`config.mk`:
```
export PLATFORM = sky130hd
export DESIGN_NAME = csa_sum_accumulator
export DESIGN_NICKNAME = d
export VERILOG_FILES = /design/src/rtl/csa_sum_accumulator.sv
export SDC_FILE = /design/constraint.sdc
export NUM_CORES = 1
export LEC_CHECK = 0
export ABC_AREA = 1
export BUFFER_PORTS_ARGS = -buffer_cell sky130_fd_sc_hd__buf_2
export CAP_MARGIN = 30
export CORE_MARGIN = 4
export CORE_UTILIZATION = 60
export CTS_BUF_LIST = sky130_fd_sc_hd__clkbuf_16
export CTS_CLUSTER_DIAMETER = 60
export DETAILED_ROUTE_END_ITERATION = 16
export PLACE_DENSITY_LB_ADDON = 0.2
export SKIP_LAST_GASP = 1
export SYNTH_ARGS = -nofsm -noshare
export SYNTH_HDL_FRONTEND = slang
export SYNTH_SLANG_ARGS = --single-unit
```
`constraint.sdc`:
```
create_clock -name clk -period 4.7 [get_ports clk]
set_input_delay 0.47 -clock clk [delete_from_list [all_inputs] [get_ports clk]]
set_output_delay 0.47 -clock clk [all_outputs]
set_load 0.02 [all_outputs]
```
`src/rtl/csa_sum_accumulator.sv`:
```
`timescale 1ns / 1ps
// csa_sum_accumulator
// Sums COUNT consecutive accepted results from the carry-save adder pipeline
// into an ACC_WIDTH accumulator and presents each block total on a
// valid/ready output. The upstream pipeline cannot stall, so beats offered
// while the block is not ready are discarded and recorded in a sticky flag.
//
// Ports:
//   clk          system clock, rising edge
//   reset        asynchronous reset, active low
//   clear        synchronous flush, active high (wins over everything but reset)
//   in_valid     in_sum carries a valid result
//   in_sum       unsigned pipeline sum, WIDTH bits
//   in_ready     beat accepted this cycle when in_valid is also high (combinational)
//   out_valid    block total available (registered)
//   out_ready    downstream takes the total
//   out_acc      running / presented total, ACC_WIDTH bits
//   out_count    beats accumulated in the current block
//   out_overflow carry lost out of ACC_WIDTH during the block
//   dropped      sticky: a beat was lost while in_ready was low
//   busy         block is not idle
module csa_sum_accumulator #(
  parameter int unsigned WIDTH     = 32,
  parameter int unsigned COUNT     = 8,
  parameter int unsigned ACC_WIDTH = 40,
  parameter int unsigned CNT_W     = $clog2(COUNT + 1)
) (
  input  logic                 clk,
  input  logic                 reset,
  input  logic                 clear,
  input  logic                 in_valid,
  input  logic [WIDTH-1:0]     in_sum,
  output logic                 in_ready,
  output logic                 out_valid,
  input  logic                 out_ready,
  output logic [ACC_WIDTH-1:0] out_acc,
  output logic [CNT_W-1:0]     out_count,
  output logic                 out_overflow,
  output logic                 dropped,
  output logic                 busy
);

  typedef enum logic [1:0] {
    StIdle,
    StAccum,
    StHold
  } state_e;

  localparam logic [CNT_W-1:0] CountLast  = CNT_W'(COUNT);
  localparam bit               SingleBeat = (COUNT == 1);

  state_e               r_state;
  logic [ACC_WIDTH-1:0] r_acc;
  logic [CNT_W-1:0]     r_count;
  logic                 r_ovf;
  logic                 r_dropped;
  logic                 r_out_valid;

  logic                 w_accept;
  logic [ACC_WIDTH-1:0] w_in_ext;
  logic [ACC_WIDTH:0]   w_sum;
  logic [CNT_W-1:0]     w_count_inc;
  logic                 w_last;

  // In HOLD a new beat can only enter in the same cycle the total leaves.
  assign in_ready    = (r_state != StHold) || out_ready;
  assign w_accept    = in_valid && in_ready;
  assign w_in_ext    = ACC_WIDTH'(in_sum);
  // One extra bit captures the carry out of the accumulator.
  assign w_sum       = {1'b0, r_acc} + {1'b0, w_in_ext};
  assign w_count_inc = r_count + CNT_W'(1);
  assign w_last      = (w_count_inc == CountLast);

  always_ff @(posedge clk or negedge reset) begin
    if (!reset) begin
      r_state     <= StIdle;
      r_acc       <= '0;
      r_count     <= '0;
      r_ovf       <= 1'b0;
      r_dropped   <= 1'b0;
      r_out_valid <= 1'b0;
    end else if (clear) begin
      r_state     <= StIdle;
      r_acc       <= '0;
      r_count     <= '0;
      r_ovf       <= 1'b0;
      r_dropped   <= 1'b0;
      r_out_valid <= 1'b0;
    end else begin
      if (in_valid && !in_ready) begin
        r_dropped <= 1'b1;
      end
      unique case (r_state)
        StIdle: begin
          if (w_accept) begin
            r_acc       <= w_in_ext;
            r_count     <= CNT_W'(1);
            r_ovf       <= 1'b0;
            r_state     <= SingleBeat ? StHold : StAccum;
            r_out_valid <= SingleBeat;
          end
        end
        StAccum: begin
          if (w_accept) begin
            r_acc   <= w_sum[ACC_WIDTH-1:0];
            r_count <= w_count_inc;
            r_ovf   <= r_ovf | w_sum[ACC_WIDTH];
            if (w_last) begin
              r_state     <= StHold;
              r_out_valid <= 1'b1;
            end
          end
        end
        StHold: begin
          if (out_ready) begin
            if (w_accept) begin
              // Hand-off and first beat of the next block in one cycle.
              r_acc       <= w_in_ext;
              r_count     <= CNT_W'(1);
              r_ovf       <= 1'b0;
              r_state     <= SingleBeat ? StHold : StAccum;
              r_out_valid <= SingleBeat;
            end else begin
              r_acc       <= '0;
              r_count     <= '0;
              r_ovf       <= 1'b0;
              r_state     <= StIdle;
              r_out_valid <= 1'b0;
            end
          end
        end
        default: begin
          r_state     <= StIdle;
          r_out_valid <= 1'b0;
        end
      endcase
    end
  end

  assign out_valid    = r_out_valid;
  assign out_acc      = r_acc;
  assign out_count    = r_count;
  assign out_overflow = r_ovf;
  assign dropped      = r_dropped;
  assign busy         = (r_state != StIdle);

endmodule

```
==> impl_summary.md <==
Status
The run finished with clean final reports.

Clock network
The TritonCTS clock tree is done. Hold repair after CTS inserted 0 buffers. The clock-pin slew on the worst setup and hold paths is 70 ps.

The number of H-tree branching levels is 2. The buffer count from post-CTS setup fixing is 0. The clock net in this run drives a total of 48 sinks. Buffers inserted during clock tree synthesis total 5. The root buffer cell chosen for the clock tree is sky130_fd_sc_hd__clkbuf_16. For the worst-skew pair, the clock arrives at the later sink with an insertion delay of 290 ps. The clock passes through at most 2 buffers. The number of gates resized after CTS was 0.

Setup path
The worst setup path is of the flip-flop to flip-flop kind. For flop-to-flop paths, the worst setup slack is 2020 ps. Among all stages on the critical path, the largest delay is contributed by sky130_fd_sc_hd__nor3_4. The peak per-stage delay on the critical path is 790 ps. The endpoint kind of the worst setup timing path is a flip-flop. For the worst setup path, the data required time is 4910 ps. The biggest fanout along the worst timing path is 23. In this run the critical register-to-register path is captured at out_acc[13]$_DFFE_PN0P_. The worst-case reg-to-reg path depth is 9. The critical path arrival is 2890 ps. Traced cell by cell, the critical path runs through inv_1 > ha_1 > nor2_2 > o21ai_2 > a21boi_4 > nand2_4 > nor3_4 > nand2_1 > o211ai_2. The worst setup path is launched from a flip-flop. The startpoint identified for the worst register-to-register timing path is r_state[1]$_DFFE_PN0P_.

Yosys
In this run the cell area of the synthesized design comes to 4750 um2. The mean instance size in the synthesized netlist is 6.19 um2. The number of unique standard cell types used by synthesis is 38. The adder-cell share of the synthesized area is 0.102. The part of the Yosys area used for sequential elements is 0.253. The synthesized design contains 48 register bits. The Yosys step of the flow raised 0 warnings. The synthesized-area fraction occupied by xor and xnor cells is 0.0129. The portion of synthesized area spent on multiplexers is 0. The synthesized netlist net count is 842. The combinational family with the most area after synthesis is simple AND/OR/NAND/NOR gates. Counting every instance in the synthesized netlist gives 767. The compound-cell area share of the yosys netlist is 0.151. The area fraction in and, or, nand and nor cells after synthesis is 0.374.

Timing
The final-report hold violation count came to 0. The timing-limited maximum frequency is 373 MHz. The setup skew after layout is 6.01 ps.

Of the available clock period, the critical path in the final layout requires 0.570. The post-route minimum period is 2680 ps. The max-slew violation count came to 0.

The count of final setup violators is 0. The worst pin sits at a relative slew slack of 0.311. The worst-margin pin slew is 1030 ps. Adding up every negative setup slack in the final design gives 0 ps. Setup repair after global routing left no endpoint under its margin.

Power and ir drop
The leakage power of the design is 3.07 nW. Of the total power, the share spent switching nets is 0.553. The portion of total power attributed to sequential cells is 0.200.

The maximum VDD drop is 0.459 mV. The internal portion of the total power is 1.59 mW. Summed over all nets, the switching power comes to 1.96 mW. Of the total power, combinational logic draws 0.681. The ratio of total power to cell area is 657 nW/um2. Of the total power, the clock network draws 0.119.

Layout
Summing all flip-flop and latch instances after layout gives 1200 um2. The layout filler cell count is 705. The count of inserted antenna diode cells is 0.

The area of the multi-input gates is 3040 um2. The net total in the final layout is 925. The top cell types in the final layout, fill and taps aside, are sky130_fd_sc_hd__nand2_1, sky130_fd_sc_hd__inv_1, sky130_fd_sc_hd__nor2_1. For this run, the share of the core covered by cells in the final layout is 0.699. In the final layout, the share of cells above drive strength 1 is 0.128.

The post-synthesis to final-layout area growth is 13.8%. The final cell count without fillers is 953. The commonest non-fill, non-tap cell in the layout is sky130_fd_sc_hd__nand2_1.

Place
In this run, placement finished with an instance count of 945. The congestion estimate from routability-driven global placement came to 0.962. The wire-length estimate of the detail-placed layout is 11,500 um. Port buffering added 85 buffers.

Floorplanning
The initial utilization of the core area, before any placement, comes to 0.615. The floorplan has 32 rows. From bottom edge to top edge, the die measures 97.0 um. The core area is 7730 um2. In this run the count of I/O pins placed on the die edge is 86.

The chip width is 97.0 um. The die footprint is 9410 um2.

Global route
The number of antenna violations at the first check in global routing is 0. For this run the aggregate overflow at the end of global routing stands at 0. In the global route stage, overall resource usage came out at 0.308. The first global-routing pass estimated 24,000 um of wire. The most congested layer reported by global routing is met2. For this run, global-route usage on met3 was measured as 0.0447.

For met2 alone, demand over resource in global routing was 0.510. The pin count of the biggest net entering global routing is 49. The global routing usage on met1 is 0.410.

The via count of the first global-routing pass is 5,130.

Routing
After the first detailed-routing iteration, the DRC count stood at 402. The wire length reported by the detailed router is 14,700 um. The residual antenna-violating net count after detailed routing is 0. After detailed routing, the average wire length per cell comes to 15.5 um.

In the routed layout, each cell is associated on average with a via count of 5.63. The detailed-route DRC error count is 0. The total via count after detailed routing is 5,364. The detailed-router iteration count before antenna repair is 5.

Job
The tool flagged a number of max-cap violations equal to 0.

Min path
The class of the tightest hold or removal check is input pin to async pin.
kinds of logic (layout without fill, tap and decap cells):
| family | Yosys count | after routing |
|---|---|---|
| adders and majority gates | 38 | 38 |
| AOI/OAI and AO/OA | 109 | 109 |
| and+or+nand+nor | 439 | 439 |
| xor gates and xnor gates | 7 | 7 |
| buffers and inverters | 126 | 210 |
| DFF | 48 | 48 |
per-stage QoR:
stage	total power, mW	hold slack, ps	setup slack, ps	instance area [um2]
5_1_grt	3.86	363	1890	5410
2_1_floorplan	2.45	174	2490	4750
3_5_place_dp	3.08	514	2020	5240
6_report	3.55	309	2020	5410
4_1_cts	3.52	323	2080	5410
3_3_place_gp	3.01	500	2090	5240
power by group through the flow:
stage	logic (mW)	clock network, mW	registers (mW)
detailed placement	2.37	0	0.711
floorplan	1.57	0	0.876
finish	2.42	0.421	0.711
global route	2.68	0.447	0.732
CTS	2.38	0.427	0.705
global placement	2.31	0	0.698
registers in the layout (all words and copies together), names as in the netlist:
| signal | cells |
|---|---|
| out_overflow | 1 |
| r_state | 2 |
| dropped | 1 |
| out_acc | 40 |
| out_count | 4 |
Yosys cell counts, drive strengths merged:
library cell / number / area share
a21oi: 36 / 0.039
o21bai: 12 / 0.019
a22o: 1 / 0.0018
buf: 9 / 0.015
xor2: 3 / 0.0055
nand2: 288 / 0.23
nor4: 1 / 0.0013
o21ai: 22 / 0.025
or2: 1 / 0.0013
clkbuf: 1 / 0.00079
a21boi: 1 / 0.0040
o31ai: 1 / 0.0016
dfrtp: 48 / 0.25
inv: 116 / 0.092
o311ai: 1 / 0.0018
nand3: 40 / 0.042
nand3b: 6 / 0.0095
nor2: 88 / 0.070
nand4: 5 / 0.0066
nor3: 8 / 0.011
a22oi: 24 / 0.038
o221ai: 1 / 0.0018
fa: 1 / 0.0042
xnor2: 4 / 0.0074
ha: 37 / 0.097
and2: 2 / 0.0026
o211ai: 10 / 0.020
routing by layer:
metal | up-vias | routed length [um]
li1 | 2616 | -
met1 | 2426 | 6370
met2 | 284 | 6680
met3 | 38 | 1260
met4 | 0 | 418
met5 | - | 0
final cells by class:
type                       count  share of cell area
sequential                    48               0.222
timing repair buffer          86              0.0801
clock buffer                   5              0.0231
inverter                     116              0.0806
tap                          102              0.0236
multi-input combinational    593               0.563
clock inverter                 3             0.00787
worst max-delay path by stage:
| stage | start | end | slack [ps] | cells past startpoint |
|---|---|---|---|---|
| finish | r_state[1]$_DFFE_PN0P_ | out_acc[13]$_DFFE_PN0P_ | 2020 | 9 |
| global route | r_state[1]$_DFFE_PN0P_ | out_acc[11]$_DFFE_PN0P_ | 1890 | 9 |
| CTS | r_state[1]$_DFFE_PN0P_ | out_acc[9]$_DFFE_PN0P_ | 2080 | 9 |
| detailed placement | in_sum[0] | out_acc[30]$_DFFE_PN0P_ | 2020 | 12 |
| global placement | in_sum[0] | out_acc[30]$_DFFE_PN0P_ | 2090 | 12 |
| floorplan | out_acc[0]$_DFFE_PN0P_ | out_acc[32]$_DFFE_PN0P_ | 2490 | 16 |
critical path, delay by kind of cell, from the launching register on:
kind / cells / cell delay (ps)
DFF: 1 / 420
adders and majority gates: 1 / 240
buffers and inverters: 1 / 100
AOI/OAI and AO/OA: 3 / 600
and+or+nand+nor: 4 / 1220
Note: power is estimated with default switching activity, not from simulation.
